**src/rtl/sw_pkg.sv**
```systemverilog
// rtl/sw_pkg.sv - shared types and constants for the switch ingress framer
package sw_pkg;

    localparam int SW_CNT_W     = 16;
    localparam int SW_W_WIDTH   = 8;
    localparam int SW_NUM_PORTS = 4;

    typedef enum logic [1:0] {
        IDLE    = 2'd0,
        LEN     = 2'd1,
        PAYLOAD = 2'd2,
        DROP    = 2'd3
    } ingress_state_t;

endpackage

```
**src/rtl/sat_counter.sv**
```systemverilog
// rtl/sat_counter.sv - saturating up-counter with increment enable
module sat_counter #(
    parameter int WIDTH = 16
) (
    input  logic             clk,
    input  logic             rst_n,
    input  logic             i_inc,
    output logic [WIDTH-1:0] o_count
);

    logic [WIDTH-1:0] r_count;

    // Count up on each enabled cycle, sticking at all-ones
    always_ff @(posedge clk or negedge rst_n) begin
        if (!rst_n) begin
            r_count <= '0;
        end else if (i_inc && (r_count != {WIDTH{1'b1}})) begin
            r_count <= r_count + 1'b1;
        end
    end

    assign o_count = r_count;

endmodule

```
**src/rtl/sw_ingress.sv**
```systemverilog
// rtl/sw_ingress.sv - ingress framer driving the shared port bus; stats gated by SW_INGRESS_STATS_EN
module sw_ingress
    import sw_pkg::*;
#(
    parameter int NUM_PORTS = SW_NUM_PORTS,
    parameter int W_WIDTH   = SW_W_WIDTH
) (
    input  logic                 clk,
    input  logic                 rst_n,
    input  logic                 in_valid,
    input  logic [W_WIDTH-1:0]   in_data,
    output logic                 in_ready,
    input  logic [NUM_PORTS-1:0] port_free,
    output logic                 sw_en,
    output logic [W_WIDTH-1:0]   port_addr,
    output logic [W_WIDTH-1:0]   port_data,
    output logic [SW_CNT_W-1:0]  pkt_cnt,
    output logic [SW_CNT_W-1:0]  drop_cnt
);

    ingress_state_t     r_state;
    logic [W_WIDTH-1:0] r_port_addr;
    logic [W_WIDTH-1:0] r_rem;
    // Set while a dropped packet still owes its length byte
    logic               r_need_len;

    logic w_sel_free;
    logic w_accept;
    logic w_dest_ok;

    // Pick the not-full flag of the port the packet is headed to
    always_comb begin
        w_sel_free = 1'b0;
        for (int i = 0; i < NUM_PORTS; i++) begin
            if (r_port_addr == W_WIDTH'(i)) begin
                w_sel_free = port_free[i];
            end
        end
    end

    assign w_dest_ok = (in_data < W_WIDTH'(NUM_PORTS));
    assign in_ready  = (r_state == PAYLOAD) ? w_sel_free : 1'b1;
    assign w_accept  = in_valid & in_ready;
    // Zero-latency payload path: the port captures on the same edge we accept
    assign sw_en     = (r_state == PAYLOAD) & w_accept;
    assign port_data = in_data;
    assign port_addr = r_port_addr;

    // Framing FSM: header, length, then payload or discard
    always_ff @(posedge clk or negedge rst_n) begin
        if (!rst_n) begin
            r_state     <= IDLE;
            r_port_addr <= '0;
            r_rem       <= '0;
            r_need_len  <= 1'b0;
        end else if (w_accept) begin
            case (r_state)
                IDLE: begin
                    r_port_addr <= in_data;
                    if (w_dest_ok) begin
                        r_state <= LEN;
                    end else begin
                        r_state    <= DROP;
                        r_need_len <= 1'b1;
                    end
                end
                LEN: begin
                    r_rem   <= in_data;
                    r_state <= (in_data == '0) ? IDLE : PAYLOAD;
                end
                PAYLOAD: begin
                    r_rem <= r_rem - 1'b1;
                    if (r_rem == W_WIDTH'(1)) begin
                        r_state <= IDLE;
                    end
                end
                DROP: begin
                    if (r_need_len) begin
                        r_rem      <= in_data;
                        r_need_len <= 1'b0;
                        if (in_data == '0) begin
                            r_state <= IDLE;
                        end
                    end else begin
                        r_rem <= r_rem - 1'b1;
                        if (r_rem == W_WIDTH'(1)) begin
                            r_state <= IDLE;
                        end
                    end
                end
                default: r_state <= IDLE;
            endcase
        end
    end

`ifdef SW_INGRESS_STATS_EN
    logic w_pkt_inc;
    logic w_drop_inc;

    // A packet completes on its last accepted byte (the length byte when L=0)
    assign w_pkt_inc  = w_accept &
                        (((r_state == LEN) && (in_data == '0)) ||
                         ((r_state == PAYLOAD) && (r_rem == W_WIDTH'(1))));
    assign w_drop_inc = w_accept & (r_state == DROP) &
                        ((r_need_len && (in_data == '0)) ||
                         (!r_need_len && (r_rem == W_WIDTH'(1))));

    sat_counter #(.WIDTH(SW_CNT_W)) u_pkt_cnt (
        .clk     (clk),
        .rst_n   (rst_n),
        .i_inc   (w_pkt_inc),
        .o_count (pkt_cnt)
    );

    sat_counter #(.WIDTH(SW_CNT_W)) u_drop_cnt (
        .clk     (clk),
        .rst_n   (rst_n),
        .i_inc   (w_drop_inc),
        .o_count (drop_cnt)
    );
`else
    assign pkt_cnt  = '0;
    assign drop_cnt = '0;
`endif

endmodule

```
**config.mk**
```make
export PLATFORM = sky130hd
export DESIGN_NAME = sw_ingress
export DESIGN_NICKNAME = d
export VERILOG_FILES = /design/src/rtl/sw_pkg.sv /design/src/rtl/sat_counter.sv /design/src/rtl/sw_ingress.sv
export SDC_FILE = /design/constraint.sdc
export NUM_CORES = 1
export LEC_CHECK = 0
export ABC_AREA = 1
export BUFFER_PORTS_ARGS = -buffer_cell sky130_fd_sc_hd__buf_4
export CAP_MARGIN = 20
export CORE_MARGIN = 1.5
export CORE_UTILIZATION = 51
export DETAILED_ROUTE_END_ITERATION = 12
export GPL_ROUTABILITY_DRIVEN = 0
export PLACE_DENSITY = 0.95
export RECOVER_POWER = 50
export SETUP_SLACK_MARGIN = 0.2
export SLEW_MARGIN = 20
export SYNTH_ARGS = -nofsm -noshare
export SYNTH_HDL_FRONTEND = slang
export SYNTH_SLANG_ARGS = --single-unit
```
**constraint.sdc**
```tcl
create_clock -name clk -period 2.4 [get_ports clk]
set_input_delay 0 -clock clk [delete_from_list [all_inputs] [get_ports clk]]
set_output_delay 0 -clock clk [all_outputs]
set_load 0.005 [all_outputs]
```
==> metrics.md <==
| Metric | Value |
|---|---|
| Status | finished, final reports clean |
| Reg2reg start | port_addr[5] |
| Hold WS | 323 ps |
| P_leak | 0.923 nW |
| H-tree levels | 1 |
| Distinct cells, synth | 23 |
| Setup crit end kind | primary output |
| Largest net degree at the start of global routing | 20 |
| Most frequent cell after synthesis | nand2_1 |
| Worst-path maximum fanout | 11 |
| Total gr overflow | 0 |
| Crit Path Class | reg -> out |
| Sequential Area | 475 sq um |
| Worst-skew pair later-pin latency | 320 ps |
| Final Skew | 8.59 ps |
| Die height | 57.4 microns |
| Yosys top cell by area | dfrtp_1 |
| CP peak stage delay | 460 ps |
| CP Cell Sequence | or2_1 -> nor2_2 -> nand3_2 -> a21oi_2 -> nand2_1 -> inv_1 -> buf_4 |
| Nets | 272 |
| Number of CTS-inserted buffers | 3 |
| Initial Utilization | 54.2% |
| CP arrival | 1940 ps |
| Area growth from synthesis to layout | 11.0% |
| Critical path origin | port_addr[5] |
| Vias per cell | 4.86 |
| Final ANT Viol Nets | 0 |
| RSZ-0062 raised after global routing | false |
| Final hold violation count | 0 |
| Synth warn | 0 |
| First-pass GRT wire length | 5160 microns |
| Post-DP HPWL | 2470 microns |
| Worst relative slew slack | 29.7% |
| Initial antenna violation count | 0 |
| Worst-margin pin slew | 1050 ps |
| R2R setup slack | 780 ps |
| Die Width | 57.4 microns |
| Routed len/inst | 11.6 microns |
| Pre-Repair DR Iteration Count | 4 |
| #FFs+latches synth | 19 |
| Number of flops mapped to enable cells by yosys | 0 |
| Top-area cell type share of the netlist area | 31.5% |
| Clock sink count | 19 |
| Root buffer cell | clkbuf_4 |
| Endpoint of the lowest-slack register-to-register path | r_state[1] |
| IO Pins | 65 |
| Via count | 1385 |
| CP Capture Point | sw_en |
| Max Clk Rate | 515 MHz |
| TritonCTS clock tree | done |
| Register area share after synthesis | 31.5% |
| Synth Cell Area | 1510 sq um |
| Mapped Avg Cell Area | 6.85 sq um |
| Final worst path period share | 80.8% |
| Port Buffer Count | 32 |
| Crit path launch type | flop |
| Power Dens Cells | 1100 nW/um^2 |
| Hold Crit Class | in -> reg |
| Vias in the first global route | 1179 |
| Multi-input logic area | 751 sq um |
| Total wire length | 3310 microns |
| Gr usage total | 20.1% |
| Top cells by count, synth | nand2_1, buf_4, nand3_1, dfrtp_1, inv_1 |
| R2R depth | 6 |
| Main area contributors after synthesis | dfrtp_1, buf_4, nand2_1, nand3_1, inv_1 |
| Core area | 2780 sq um |
| Row cnt | 19 |
| Max_cap viols | 0 |
| CTS clk-pin slew, worst paths | 130 ps |
| Setup TNS | 0 ps |
| Maximum clock path buffer count | 2 |
| Fill cells | 281 |
| Crit path time final | 1940 ps |
| Final setup violation count | 0 |
| Synth Instances | 220 |
| Final Slew Violations | 0 |
| Die footprint | 3290 sq um |
| Most used DFF post-synth | dfrtp_1 |
| Share of cells above drive strength 1 | 14.2% |
| N_diodes | 0 |
| Asr flop ratio synth | 100% |
| Postcts setup bufs | 0 |
| Post-cts sizing count | 0 |
| Critical Path RT | 2400 ps |
| Worst vdd ir | 664 uV |
| DR DRC count | 0 |
| Slowest-stage cell, CP | a21oi_2 |
| Drt initial violations | 43 |
-- power by group --
group	switching, mW	total (mW)	internal [mW]
Clock	0.117	0.180	0.0637
Sequential	0.163	0.633	0.471
Combinational	0.623	1.03	0.404
Total	0.902	1.84	0.939
-- registers in the layout, summed over array words and instances, names as in the netlist --
name / cells
r_state: 2
port_addr: 8
r_rem: 8
r_need_len: 1
-- layer usage --
layer  GRT usage (%)  wire length (microns)
met1            26.8                   1430
met2            32.3                   1630
met3            2.27                    173
met4            9.63                     76
met5               0                      0
-- area by class of cell --
class                      instances  area share, %
tap                               31           2.32
sequential                        19           28.4
timing repair buffer              42           18.3
clock inverter                     1          0.449
inverter                          19           4.26
clock buffer                       3           1.35
multi-input combinational        170           44.9
-- placed cells by master (no fill, tap or decap) --
master	count
dfrtp_1	19
ha_1	2
xnor2_1	1
o22ai_1	1
a21oi_1	2
conb_1	32
o21ai_1	2
nor2_4	1
buf_4	22
o21bai_1	1
clkbuf_4	4
nand3_1	24
a21oi_2	1
nor2_2	1
nand3_2	2
or2_1	1
clkbuf_1	9
nand2_2	1
clkinvlp_4	1
dlygate4sd3_1	10
nand2_1	71
inv_2	3
inv_1	16
nand4_1	1
o21ai_0	11
nor2_1	15
-- kinds of logic after synthesis --
group / after synthesis / share of synthesized area [%]
AOI/OAI and AO/OA: 18 / 6.47
adders and majority gates: 2 / 1.66
DFF: 19 / 31.5
xor gates and xnor gates: 1 / 0.581
buffers and inverters: 62 / 26.4
other: 1 / 0.249
and+or+nand+nor: 117 / 33.1
-- worst min path at each step --
stage	cells after the start	slack, ps	start	end
after floorplan	0	-300	rst_n	port_addr[0]
after global placement	1	-110	rst_n	r_rem[7]
after detailed placement	1	-110	rst_n	r_state[0]
after CTS	2	90	rst_n	r_state[1]
after global routing	7	350	port_free[0]	r_rem[0]
final	7	320	port_free[0]	r_rem[0]
-- critical path: cells and delay by family, from the launching register on --
family	cells	cell delay, ps
simple gates	4	580
compound gates	1	460
flops	1	410
buf+inv	2	170
-- through the flow --
step | total power [mW] | worst slack [ps] | instances | util, % | area, sq um
2_1_floorplan | 1.38 | 1110 | 251 | - | 1620
3_3_place_gp | 1.61 | 900 | 271 | 56.7 | 1580
3_5_place_dp | 1.65 | 822 | 271 | 56.7 | 1580
4_1_cts | 1.84 | 463 | 285 | 61.4 | 1710
5_1_grt | 2.02 | 367 | 285 | 60.1 | 1670
6_report | 1.84 | 460 | 285 | 60.1 | 1670
-- what timing repair did --
action,CTS,global route
hold endpoints to repair,28,0
setup endpoints to repair,0,0
hold buffers,10,0
Power figures use the tool's default switching activity.
